$ cat src/rtl/byte_packer_pkg.sv
// Shared definitions for the byte packer: lane geometry helpers and the
// packed output word (data, per-lane mask, last flag).
package byte_packer_pkg;

    localparam int unsigned PkgInW  = 8;
    localparam int unsigned PkgOutW = 32;

    // Number of input lanes that make up one output word.
    function automatic int unsigned lanes_f(input int unsigned in_w, input int unsigned out_w);
        return out_w / in_w;
    endfunction

    // Width of the lane index counter; never narrower than one bit.
    function automatic int unsigned idx_w_f(input int unsigned lanes);
        return (lanes < 2) ? 1 : $clog2(lanes);
    endfunction

    localparam int unsigned PkgLanes = lanes_f(PkgInW, PkgOutW);

    typedef struct packed {
        logic [PkgOutW-1:0]  data;
        logic [PkgLanes-1:0] mask;
        logic                last;
    } word_t;

endpackage

$ cat src/rtl/byte_packer.sv
// Byte packer: gathers InW-bit input lanes into an OutW-bit word, lane 0 in
// the least significant position. A word closes when its top lane is filled
// or when last_i arrives, and is presented one cycle later on a
// valid/ready output register. Lanes are accepted one per cycle while the
// output register is empty or being drained.
// Optional build macro: BYTE_PACKER_ZERO_PAD_EN -- forces data_o lanes whose
// mask bit is clear to zero; otherwise those lanes carry whatever the
// accumulator last held in that position.
module byte_packer
    import byte_packer_pkg::*;
#(
    parameter int unsigned InW  = PkgInW,
    parameter int unsigned OutW = PkgOutW
) (
    input  logic                          clk_i,
    input  logic                          rst_ni,
    input  logic                          clr_i,
    input  logic                          valid_i,
    output logic                          ready_o,
    input  logic [InW-1:0]                data_i,
    input  logic                          last_i,
    output logic                          valid_o,
    input  logic                          ready_i,
    output logic [OutW-1:0]               data_o,
    output logic [lanes_f(InW,OutW)-1:0]  mask_o,
    output logic                          last_o
);

    localparam int unsigned Lanes = lanes_f(InW, OutW);
    localparam int unsigned IdxW  = idx_w_f(Lanes);

    // The shared word struct is sized for the package geometry, so the
    // instance geometry has to match it.
    if ((OutW % InW) != 0 || Lanes < 2 || InW != PkgInW || OutW != PkgOutW) begin : g_bad_cfg
        $error("byte_packer: unsupported InW/OutW combination");
    end

    logic [OutW-1:0]  r_acc;
    logic [IdxW-1:0]  r_idx;
    logic [Lanes-1:0] r_mask;
    word_t            r_out;
    logic             r_vld;

    logic             w_accept;
    logic             w_close;
    logic [OutW-1:0]  w_acc_nxt;
    logic [Lanes-1:0] w_mask_nxt;
    word_t            w_word;

    assign ready_o  = ~r_vld | ready_i;
    assign w_accept = valid_i & ready_o & ~clr_i;
    assign w_close  = w_accept & (last_i | (r_idx == IdxW'(Lanes - 1)));

    // Accumulator and mask as they look with the current lane merged in.
    always_comb begin
        w_acc_nxt  = r_acc;
        w_mask_nxt = r_mask;
        for (int k = 0; k < Lanes; k++) begin
            if (r_idx == IdxW'(k)) begin
                w_acc_nxt[k*InW +: InW] = data_i;
                w_mask_nxt[k]           = 1'b1;
            end
        end
    end

    // Word presented to the output register when the current lane closes it.
    always_comb begin
        w_word.mask = w_mask_nxt;
        w_word.last = last_i;
`ifdef BYTE_PACKER_ZERO_PAD_EN
        for (int k = 0; k < Lanes; k++) begin
            w_word.data[k*InW +: InW] = w_mask_nxt[k] ? w_acc_nxt[k*InW +: InW] : '0;
        end
`else
        w_word.data = w_acc_nxt;
`endif
    end

    // Lane data storage; stale lanes are deliberately left in place.
    always_ff @(posedge clk_i or negedge rst_ni) begin
        if (!rst_ni) begin
            r_acc <= '0;
        end else if (w_accept) begin
            r_acc <= w_acc_nxt;
        end
    end

    // Lane index and accumulated mask; both restart on close or clear.
    always_ff @(posedge clk_i or negedge rst_ni) begin
        if (!rst_ni) begin
            r_idx  <= '0;
            r_mask <= '0;
        end else if (clr_i || w_close) begin
            r_idx  <= '0;
            r_mask <= '0;
        end else if (w_accept) begin
            r_idx  <= r_idx + 1'b1;
            r_mask <= w_mask_nxt;
        end
    end

    // Output register: clear wins, then a closing word, then drain on ready.
    always_ff @(posedge clk_i or negedge rst_ni) begin
        if (!rst_ni) begin
            r_out <= '0;
            r_vld <= 1'b0;
        end else if (clr_i) begin
            r_vld <= 1'b0;
        end else if (w_close) begin
            r_out <= w_word;
            r_vld <= 1'b1;
        end else if (ready_i) begin
            r_vld <= 1'b0;
        end
    end

    assign valid_o = r_vld;
    assign data_o  = r_out.data;
    assign mask_o  = r_out.mask;
    assign last_o  = r_out.last;

endmodule

$ cat config.mk
export PLATFORM = sky130hd
export DESIGN_NAME = byte_packer
export DESIGN_NICKNAME = d
export VERILOG_FILES = /design/src/rtl/byte_packer_pkg.sv /design/src/rtl/byte_packer.sv
export SDC_FILE = /design/constraint.sdc
export NUM_CORES = 1
export LEC_CHECK = 0
export CAP_MARGIN = 10
export CORE_ASPECT_RATIO = 1.1
export CORE_UTILIZATION = 50
export CTS_CLUSTER_DIAMETER = 120
export DETAILED_ROUTE_END_ITERATION = 8
export PLACE_DENSITY = 0.74
export SETUP_SLACK_MARGIN = 0.05
export SYNTH_ARGS = -nofsm -noshare
export SYNTH_HDL_FRONTEND = slang
export SYNTH_SLANG_ARGS = --single-unit
$ cat constraint.sdc
create_clock -name clk_i -period 3.1 [get_ports clk_i]
set_clock_uncertainty 0.2 [all_clocks]
set_input_delay 0.93 -clock clk_i [delete_from_list [all_inputs] [get_ports clk_i]]
set_output_delay 0.93 -clock clk_i [all_outputs]
set_load 0.02 [all_outputs]
==> qor.yml, run 1 <==
route:
  count_of_vias_placed_by_the_detailed_router: 2445
  detail-route-antenna-nets: 0
  route.detailed.drc: 0
  vias_per_cell: 5.85
  first_iter_violations: 233
  avgRoutedWirePerCell_um: 17.3
  detail_route.first_pass.iterations: 4
  routed_wl_um: 7240
clock_network:
  root_buffer: "sky130_fd_sc_hd__clkbuf_8"
  tritoncts: "done"
  clock_sink_count: 76
  clk_pin_slew_worst_paths_ps: 70
  tritoncts.num_buffers: 9
  postCtsHoldBufs: 0
  htree_num_levels: 3
  clock_insertion_delay_worst_skew_ps: 340
  clock_path_buffers: 2
sta:
  timing.final.crit_period_ps: 2990
  timing.final.setup_violations: 0
  timing.slew.headroom_pct: 56.3
  maxClockFrequency_ghz: 0.335
  setup_repair_after_global_routing_missed_its_margin: "false"
  timing.hold.ws_ps: 306
  setup_tns_ps: 0
  final_hold_violating_endpoints: 0
  slew_violations: 0
  timing.final.crit_share_pct: 96.4
  tightest_slew_ps: 656
global_routing:
  global_route.overflow_total: 0
  via_count_of_the_first_global_routing_pass: 2421
  grt_max_degree: 49
  global_route.usage.total_pct: 22.3
  global_route_wire_length_before_repair_um: 11900
  antenna_found_initial: 0
power:
  power_per_standard_cell_area_nw_per_um2: 605
  cellLeakagePower_nw: 1.81
  finalPower_mw: 2.58
  worst_ir_drop_vdd_uv: 396
synth:
  synth.yosys.warnings: 0
  syn_avg_cell_area_um2: 12.7
  ys_seq_elements: 76
  portion_of_the_post_synthesis_area_used_by_sequential_elements_pct: 54.6
  syn-num-nets: 292
  synth_largest_type_area_fraction_pct: 54.6
  synth_top_cell_by_area: "sky130_fd_sc_hd__dfrtp_1"
  cell_area_after_technology_mapping_um2: 3480
  ys_top_cells_by_area: "sky130_fd_sc_hd__dfrtp_1 55%, sky130_fd_sc_hd__mux2_2 9.7%, sky130_fd_sc_hd__mux2i_1 9.2%"
  synth.lib_cells_used.distinct: 28
  syn_inst: 274
cells_and_area:
  most_used_cells_in_the_layout_excluding_fill_and_tap_cells: "76 x sky130_fd_sc_hd__dfrtp_1, 50 x sky130_fd_sc_hd__clkdlybuf4s50_1, 39 x sky130_fd_sc_hd__a31oi_1"
  layout_commonest_cell: "sky130_fd_sc_hd__dfrtp_1"
  sequential_cell_area_um2: 1900
  areaGrowthSynthToFinish_pct: 22.2
  multiInputGateArea_um2: 1410
  insertedDiodeCount: 0
  filler_cell_count: 551
  final_layout_size_suffix_gt1_share_pct: 22.0
  final_net_count: 349
  finalCoreUtilization_pct: 63.8
  instances_no_fill: 418
run:
  max-cap-violations: 0
critical_path:
  start_kind: "primary input"
  cp_max_fo: 2
  wp_data_arrival_ps: 1860
  cp.required_ps: 1970
  timing.setup.critical_path_class: "in2out"
  critPathCaptureType: "output pin"
placed_design:
  port_buffers: 52
  dpl.cell_count: 402
  globalplace.congestion: 0.754
  dp.final_hpwl_um: 4990
floorplan:
  die_y_um: 89.6
  floorplan.io_pins: 53
  die_area_um2: 7310
  fp.coreArea_um2: 6670
  dieWidth_um: 81.6
  site_rows: 31
  initial_core_util_pct: 52.2
status:
  run_status: "finished, final reports clean"
min_path:
  hold_class: "in2async"
==> sequential cells by signal, indices dropped and copies added (netlist names) <==
register and cells:
last_o 1, valid_o 1, r_idx 2, mask_o 4, data_o 32, r_acc 32, r_mask 4
==> kinds of logic (layout without fill, tap and decap cells) <==
kind of cell	Yosys count	in the layout	share of synthesized area [%]
AOI/OAI and AO/OA	81	81	13.2
DFF	76	76	54.6
muxes	64	64	19.7
buffers and inverters	26	88	4.99
and+or+nand+nor	23	23	6.00
adders and majority gates	4	4	1.44
==> worst paths after layout <==
path,start,end,slack [ps],cells past startpoint
setup / recovery,ready_i,ready_o,110,4
hold / removal,rst_ni,r_acc[29],310,1
setup reg to reg,r_idx[0],data_o[12],860,5
hold reg to reg,r_acc[25],r_acc[25],310,1
max in group asynchronous,rst_ni,data_o[7],1720,2
min in group clk_i,r_acc[25],r_acc[25],310,1
==> critical path: stages <==
cell and delay [ps]:
sky130_fd_sc_hd__clkdlybuf4s50_1 500, sky130_fd_sc_hd__nor2b_4 50, sky130_fd_sc_hd__inv_2 50, sky130_fd_sc_hd__dlygate4sd2_1 320
==> metrics by stage <==
step                      instance area (um2)  setup slack (ps)
after global placement                   4090              -171
after global routing                     4260              53.1
after floorplan                          3480               422
final                                    4260               111
after CTS                                4260              98.0
after detailed placement                 4090              -168
==> cell usage after synthesis, drive strengths merged <==
library cell	number
dfrtp	76
a31oi	39
a21oi	38
mux2	32
mux2i	32
buf	22
nor2	5
nor2b	5
ha	4
inv	4
nand3	4
nand2b	2
nand4	2
nor3	2
o21ai	2
a32o	1
nor3b	1
nor4	1
o21bai	1
or2	1
==> timing repair <==
item	in CTS	in global routing
gates resized for setup	1	0
setup endpoints to repair	1	0
buffers inserted	0	0
==> final cells by class <==
| class | instances | share of cell area, % |
|---|---|---|
| Clock buffer | 11 | 3.32 |
| Clock inverter | 5 | 0.647 |
| Inverter | 4 | 0.353 |
| Multi-Input combinational cell | 172 | 33.1 |
| Sequential cell | 76 | 44.7 |
| Tap cell | 82 | 2.41 |
| Timing Repair Buffer | 68 | 15.5 |
==> power by group <==
group          internal, mW  switching [mW]
Sequential             1.16          0.0904
Clock                 0.307           0.353
Combinational         0.331           0.336
==> metal layers <==
| layer | vias up | GRT usage, % | part of all wire [%] | wire length (um) |
|---|---|---|---|---|
| met1 | 1250 | 29.7 | 46 | 3310 |
| met5 | - | 0 | 0 | 0 |
| li1 | 1131 | - | - | - |
| met4 | 0 | 10.4 | 1.9 | 140 |
| met3 | 14 | 3.78 | 2.7 | 194 |
| met2 | 50 | 35.5 | 50 | 3590 |
Note: power is estimated with default switching activity, not from simulation.
==> run 2, diff against run 1 <==
--- a/config.mk
+++ b/config.mk
@@ -7,10 +7,10 @@
 export LEC_CHECK = 0
 export CAP_MARGIN = 10
 export CORE_ASPECT_RATIO = 1.1
-export CORE_UTILIZATION = 50
+export CORE_UTILIZATION = 55
 export CTS_CLUSTER_DIAMETER = 120
 export DETAILED_ROUTE_END_ITERATION = 8
-export PLACE_DENSITY = 0.74
+export PLACE_DENSITY = 0.8
 export SETUP_SLACK_MARGIN = 0.05
 export SYNTH_ARGS = -nofsm -noshare
 export SYNTH_HDL_FRONTEND = slang
==> run 2 against run 1 <==
Net effect:
- non-clock buffer count down 3
- total power increased by 10%
- die area fell by 8.9%
- global-route usage grew 2.7 points
- critical path depth unchanged
- utilization grew 6.2 points
- via count is 1.2% higher
- count of clock-buffer cells in the layout is 1 lower
- critical endpoint unchanged
- largest power group unchanged
- highest routed layer unchanged
==> qor.yml, run 2 (same netlist as run 1, synthesis figures left out) <==
global_routing:
  via_count_of_the_first_global_routing_pass: 2475  # was 2421
  global_route.overflow_total: 0  # unchanged
  grt_max_degree: 77  # was 49
  global_route.usage.total_pct: 25.0  # was 22.3%
  antenna_found_initial: 0  # unchanged
  global_route_wire_length_before_repair_um: 12600  # was 11900 um
floorplan:
  site_rows: 30  # was 31
  fp.coreArea_um2: 6160  # was 6670 um2
  floorplan.io_pins: 53  # unchanged
  die_area_um2: 6660  # was 7310 um2
  dieWidth_um: 77.9  # was 81.6 um
  initial_core_util_pct: 56.6  # was 52.2%
  die_y_um: 85.5  # was 89.6 um
critical_path:
  timing.setup.critical_path_class: "in2out"  # unchanged
  crit-reg2reg-launch: "r_idx[1]"  # was r_idx[0]
  wp_data_arrival_ps: 1860  # about the same
  timing.reg2reg.worst_path_depth: 5  # unchanged
  critPathCaptureType: "output pin"  # unchanged
  start_kind: "primary input"  # unchanged
  cp.required_ps: 1970  # about the same
  ff2ff_setup_slack_ps: 860  # about the same
  cp_max_fo: 2  # unchanged
  reg2reg_capture_point: "data_o[6]"  # was data_o[12]
cells_and_area:
  final_layout_size_suffix_gt1_share_pct: 21.6  # was 22.0%
  multiInputGateArea_um2: 1410  # unchanged
  sequential_cell_area_um2: 1900  # unchanged
  filler_cell_count: 439  # was 551
  finalCoreUtilization_pct: 70.0  # was 63.8%
  final_net_count: 346  # was 349
  areaGrowthSynthToFinish_pct: 23.7  # was 22.2%
  most_used_cells_in_the_layout_excluding_fill_and_tap_cells: "76 x sky130_fd_sc_hd__dfrtp_1, 50 x sky130_fd_sc_hd__clkdlybuf4s50_1, 39 x sky130_fd_sc_hd__a31oi_1"  # unchanged
  insertedDiodeCount: 0  # unchanged
  layout_commonest_cell: "sky130_fd_sc_hd__dfrtp_1"  # unchanged
  finalInstanceArea_um2: 4310  # was 4260 um2
  instances_no_fill: 413  # was 418
sta:
  tightest_slew_ps: 692  # was 656 ps
  timing.final.crit_period_ps: 2990  # about the same
  slew_violations: 0  # unchanged
  timing.slew.headroom_pct: 53.9  # was 56.3%
  setup_tns_ps: 0  # unchanged
  timing.hold.ws_ps: 303  # was 306 ps
  maxClockFrequency_ghz: 0.335  # about the same
  timing.final.setup_violations: 0  # unchanged
  final_hold_violating_endpoints: 0  # unchanged
  setup_repair_after_global_routing_missed_its_margin: "false"  # unchanged
  fin_ws_ps: 112  # was 111 ps
  timing.final.crit_share_pct: 96.4  # about the same
placed_design:
  globalplace.congestion: 0.780  # was 0.754
  dpl.cell_count: 397  # was 402
  dp.final_hpwl_um: 4800  # was 4990 um
  placed_cell_area_um2: 4060  # was 4090 um2
  port_buffers: 52  # unchanged
  place_worst_setup_slack_ps: -157  # was -168 ps
clock_network:
  root_buffer: "sky130_fd_sc_hd__clkbuf_8"  # unchanged
  clock_insertion_delay_worst_skew_ps: 340  # about the same
  clock_sink_count: 76  # unchanged
  htree_num_levels: 3  # unchanged
  clock_path_buffers: 2  # unchanged
  post_cts.repair.setup_buffers: 0  # unchanged
  clk_pin_slew_worst_paths_ps: 80  # was 70 ps
  tritoncts.num_buffers: 9  # unchanged
  tritoncts: "done"  # unchanged
route:
  detail_route.first_pass.iterations: 4  # unchanged
  detail-route-antenna-nets: 0  # unchanged
  avgRoutedWirePerCell_um: 18.2  # was 17.3 um
  vias_per_cell: 5.99  # was 5.85
  route.detailed.drc: 0  # unchanged
  routed_wl_um: 7510  # was 7240 um
  first_iter_violations: 227  # was 233
  count_of_vias_placed_by_the_detailed_router: 2474  # was 2445
power:
  cellLeakagePower_nw: 1.83  # was 1.81 nW
  finalPower_mw: 2.84  # was 2.58 mW
  power_per_standard_cell_area_nw_per_um2: 660  # was 605 nW/um2
  worst_ir_drop_vdd_uv: 417  # was 396 uV
status:
  run_status: "finished, final reports clean"  # unchanged
min_path:
  worst_case_hold_path_end_point: "last_o"
  hold_class: "reg2reg"  # was in2async
  min_from: "last_o"
  number_of_cells_on_the_worst_hold_path: 1
run:
  max-cap-violations: 0  # unchanged
[run 2: timing repair]
action / 4_1_cts / 5_1_grt
endpoints found under the setup margin: 1 / 0
hold buffers: 0 / 0
resized for setup: 1 / 0
[run 2: routing by layer]
metal  track usage, %  vias up  share of wire, %
met2             40.9       79                50
met1             34.0     1258                43
li1                 -     1120                 -
met4             9.26        0               2.3
met3             3.66       17               4.6
met5                0        -                 0
[run 2: worst max-delay path by stage]
stage	startpoint	endpoint	cells after the start
after detailed placement	ready_i	ready_o	4
after global routing	ready_i	ready_o	4
after floorplan	ready_i	ready_o	4
final	ready_i	ready_o	4
after CTS	ready_i	ready_o	4
after global placement	ready_i	ready_o	4
[run 2: layout make-up]
| class | count | area share (%) |
|---|---|---|
| flip-flops and latches | 76 | 44.1 |
| repair buffers | 65 | 14.8 |
| multi-input cells | 172 | 32.7 |
| inverters | 4 | 0.348 |
| well taps | 80 | 2.32 |
| clock buffers | 10 | 3.19 |
| clock inverters | 6 | 2.58 |
[run 2: power by group]
part	switching, mW	internal [mW]	total, mW
registers	0.0911	1.16	1.25
clock network	0.373	0.557	0.929
logic	0.337	0.330	0.667
total	0.801	2.04	2.84
[run 2: critical path: stages]
cell	delay [ps]
sky130_fd_sc_hd__clkdlybuf4s50_1	440
sky130_fd_sc_hd__nor2b_4	130
sky130_fd_sc_hd__inv_2	40
sky130_fd_sc_hd__dlygate4sd2_1	310
==> run 3, diff against run 2 <==
--- a/config.mk
+++ b/config.mk
@@ -10,6 +10,7 @@
 export CORE_UTILIZATION = 55
 export CTS_CLUSTER_DIAMETER = 120
 export DETAILED_ROUTE_END_ITERATION = 8
+export GPL_TIMING_DRIVEN = 0
 export PLACE_DENSITY = 0.8
 export SETUP_SLACK_MARGIN = 0.05
 export SYNTH_ARGS = -nofsm -noshare
==> run 3 against run 2 <==
Net effect:
- cell count increased by 2.2%
- combinational power increased by 0.6%
- sequential cell count unchanged
==> qor.yml, run 3 (same netlist as run 1, synthesis figures left out) <==
min_path:
  number_of_cells_on_the_worst_hold_path: 1  # unchanged
  hold_class: "reg2reg"  # unchanged
sta:
  fin_ws_ps: 231  # was 112 ps
  tightest_slew_ps: 470  # was 692 ps
  timing.final.crit_period_ps: 2870  # was 2990 ps
  slew_violations: 0  # unchanged
  maxClockFrequency_ghz: 0.348  # was 0.335 GHz
  timing.hold.ws_ps: 307  # was 303 ps
  setup_repair_after_global_routing_missed_its_margin: "false"  # unchanged
  final_hold_violating_endpoints: 0  # unchanged
  timing.slew.headroom_pct: 68.6  # was 53.9%
  timing.final.setup_violations: 0  # unchanged
  timing.final.crit_share_pct: 92.6  # was 96.4%
cells_and_area:
  final_net_count: 355  # was 346
  filler_cell_count: 455  # was 439
  layout_commonest_cell: "sky130_fd_sc_hd__dfrtp_1"  # unchanged
  sequential_cell_area_um2: 1900  # unchanged
  final_layout_size_suffix_gt1_share_pct: 24.0  # was 21.6%
  most_used_cells_in_the_layout_excluding_fill_and_tap_cells: "76 x sky130_fd_sc_hd__dfrtp_1, 48 x sky130_fd_sc_hd__clkdlybuf4s50_1, 39 x sky130_fd_sc_hd__a31oi_1"  # was 76 x sky130_fd_sc_hd__dfrtp_1, 50 x sky130_fd_sc_hd__clkdlybuf4s50_1, 39 x sky130_fd_sc_hd__a31oi_1
  insertedDiodeCount: 0  # unchanged
  multiInputGateArea_um2: 1410  # unchanged
  finalCoreUtilization_pct: 70.1  # was 70.0%
  areaGrowthSynthToFinish_pct: 23.9  # was 23.7%
route:
  route.detailed.drc: 0  # unchanged
  count_of_vias_placed_by_the_detailed_router: 2488  # was 2474
  detail-route-antenna-nets: 0  # unchanged
  detail_route.first_pass.iterations: 4  # unchanged
  vias_per_cell: 5.90  # was 5.99
  routed_wl_um: 7780  # was 7510 um
  avgRoutedWirePerCell_um: 18.4  # was 18.2 um
  first_iter_violations: 98  # was 227
clock_network:
  root_buffer: "sky130_fd_sc_hd__clkbuf_8"  # unchanged
  postCtsHoldBufs: 0  # unchanged
  clock_insertion_delay_worst_skew_ps: 350  # was 340 ps
  clk_pin_slew_worst_paths_ps: 80  # about the same
  tritoncts: "done"  # unchanged
  tritoncts.num_buffers: 9  # unchanged
  clock_sink_count: 76  # unchanged
  clock_path_buffers: 2  # unchanged
  htree_num_levels: 3  # unchanged
global_routing:
  global_route.overflow_total: 0  # unchanged
  via_count_of_the_first_global_routing_pass: 2513  # was 2475
  global_route.usage.total_pct: 25.8  # was 25.0%
  antenna_found_initial: 0  # unchanged
  global_route_wire_length_before_repair_um: 12900  # was 12600 um
  grt_max_degree: 41  # was 77
power:
  power_per_standard_cell_area_nw_per_um2: 616  # was 660 nW/um2
  p_clk_share_pct: 27.8  # was 32.7%
  switching_power_mw: 0.797  # was 0.801 mW
  combinational_share_of_power_pct: 25.2  # was 23.4%
  worst_ir_drop_vdd_uv: 427  # was 417 uV
  switching_share_pct: 30.0  # was 28.2%
  cellLeakagePower_nw: 1.85  # was 1.83 nW
  power_frac_seq_pct: 47.0  # was 43.9%
  p_int_mw: 1.86  # was 2.04 mW
placed_design:
  dp.final_hpwl_um: 5150  # was 4800 um
  place_worst_setup_slack_ps: -748  # was -157 ps
  globalplace.congestion: 0.748  # was 0.780
  port_buffers: 51  # was 52
critical_path:
  cp_max_fo: 19  # was 2
  ff2ff_setup_slack_ps: 1090  # was 860 ps
  critPathCaptureType: "output pin"  # unchanged
  cpMaxStageDelayCell: "sky130_fd_sc_hd__dlygate4sd2_1"  # was sky130_fd_sc_hd__clkdlybuf4s50_1
  timing.reg2reg.worst_path_depth: 6  # was 5
  start_kind: "primary input"  # unchanged
  critical-path-max-stage-delay_ps: 260  # was 440 ps
  cp.required_ps: 1970  # about the same
  timing.setup.critical_path_class: "in2out"  # unchanged
  wp_data_arrival_ps: 1740  # was 1860 ps
  sequence_of_cells_on_the_critical_path: "dlygate4sd2_1, nor2b_4, inv_4, buf_12, buf_2"  # was clkdlybuf4s50_1, nor2b_4, inv_2, dlygate4sd2_1
floorplan:
  floorplan.io_pins: 53  # unchanged
  site_rows: 30  # unchanged
  initial_core_util_pct: 56.6  # unchanged
  die_y_um: 85.5  # unchanged
  dieWidth_um: 77.9  # unchanged
  die_area_um2: 6660  # unchanged
  fp.coreArea_um2: 6160  # unchanged
run:
  max-cap-violations: 0  # unchanged
status:
  run_status: "finished, final reports clean"  # unchanged
## run 3: cell count changes in the layout (fill, tap and decap cells not counted), sizes merged
cell | previous run | this run
buf | 14 | 25
bufinv | 3 | 1
clkdlybuf4s50 | 50 | 48
clkinv | 2 | 4
## run 3: final cells by class
class,count,share of cell area (%)
Buffer,21,3.86
Clock buffer,10,2.96
Clock inverter,6,1.51
Inverter,4,0.406
Multi-Input combinational cell,172,32.6
Sequential cell,76,44.1
Tap cell,80,2.32
Timing Repair Buffer,53,12.3
## run 3: stage by stage
stage          instance area, um2  power, mW  TNS, ps  std cells
3_5_place_dp                 4110       1.94     -748        406
3_3_place_gp                 4100       1.91  -130110        405
4_1_cts                      4320       2.68        0        422
6_report                     4320       2.66        0        422
5_1_grt                      4320       2.78        0        422
2_1_floorplan                3480       1.62        0        274
## run 3: power by group through the flow
stage,sequential [mW],combinational [mW],clock (mW)
detailed placement,1.27,0.670,0
floorplan,1.37,0.256,0
global placement,1.26,0.652,0
global route,1.27,0.722,0.796
finish,1.25,0.671,0.739
CTS,1.25,0.675,0.754
## run 3: timing repair
action	CTS	global route
buffers inserted	1	0
endpoints found under the hold margin	0	0
setup endpoints to repair	1	0
gates resized for setup	9	0
## run 3: layer usage
| layer | GRT usage [%] | vias up | part of all wire [%] |
|---|---|---|---|
| li1 | - | 1148 | - |
| met1 | 33.8 | 1255 | 44 |
| met2 | 42.4 | 69 | 51 |
| met3 | 3.44 | 16 | 3.4 |
| met4 | 12.8 | 0 | 2.2 |
| met5 | 0 | - | 0 |
## run 3: critical path: cells and delay by family
family,cells,cell delay [ps]
buf+inv,4,660
simple gates,1,150
## run 3: worst paths after layout
path,startpoint,endpoint
setup / recovery,ready_i,ready_o
hold / removal,last_o,last_o
setup reg to reg,r_idx[0],data_o[20]
hold reg to reg,last_o,last_o
max in group asynchronous,rst_ni,r_acc[27]
min in group asynchronous,rst_ni,data_o[9]
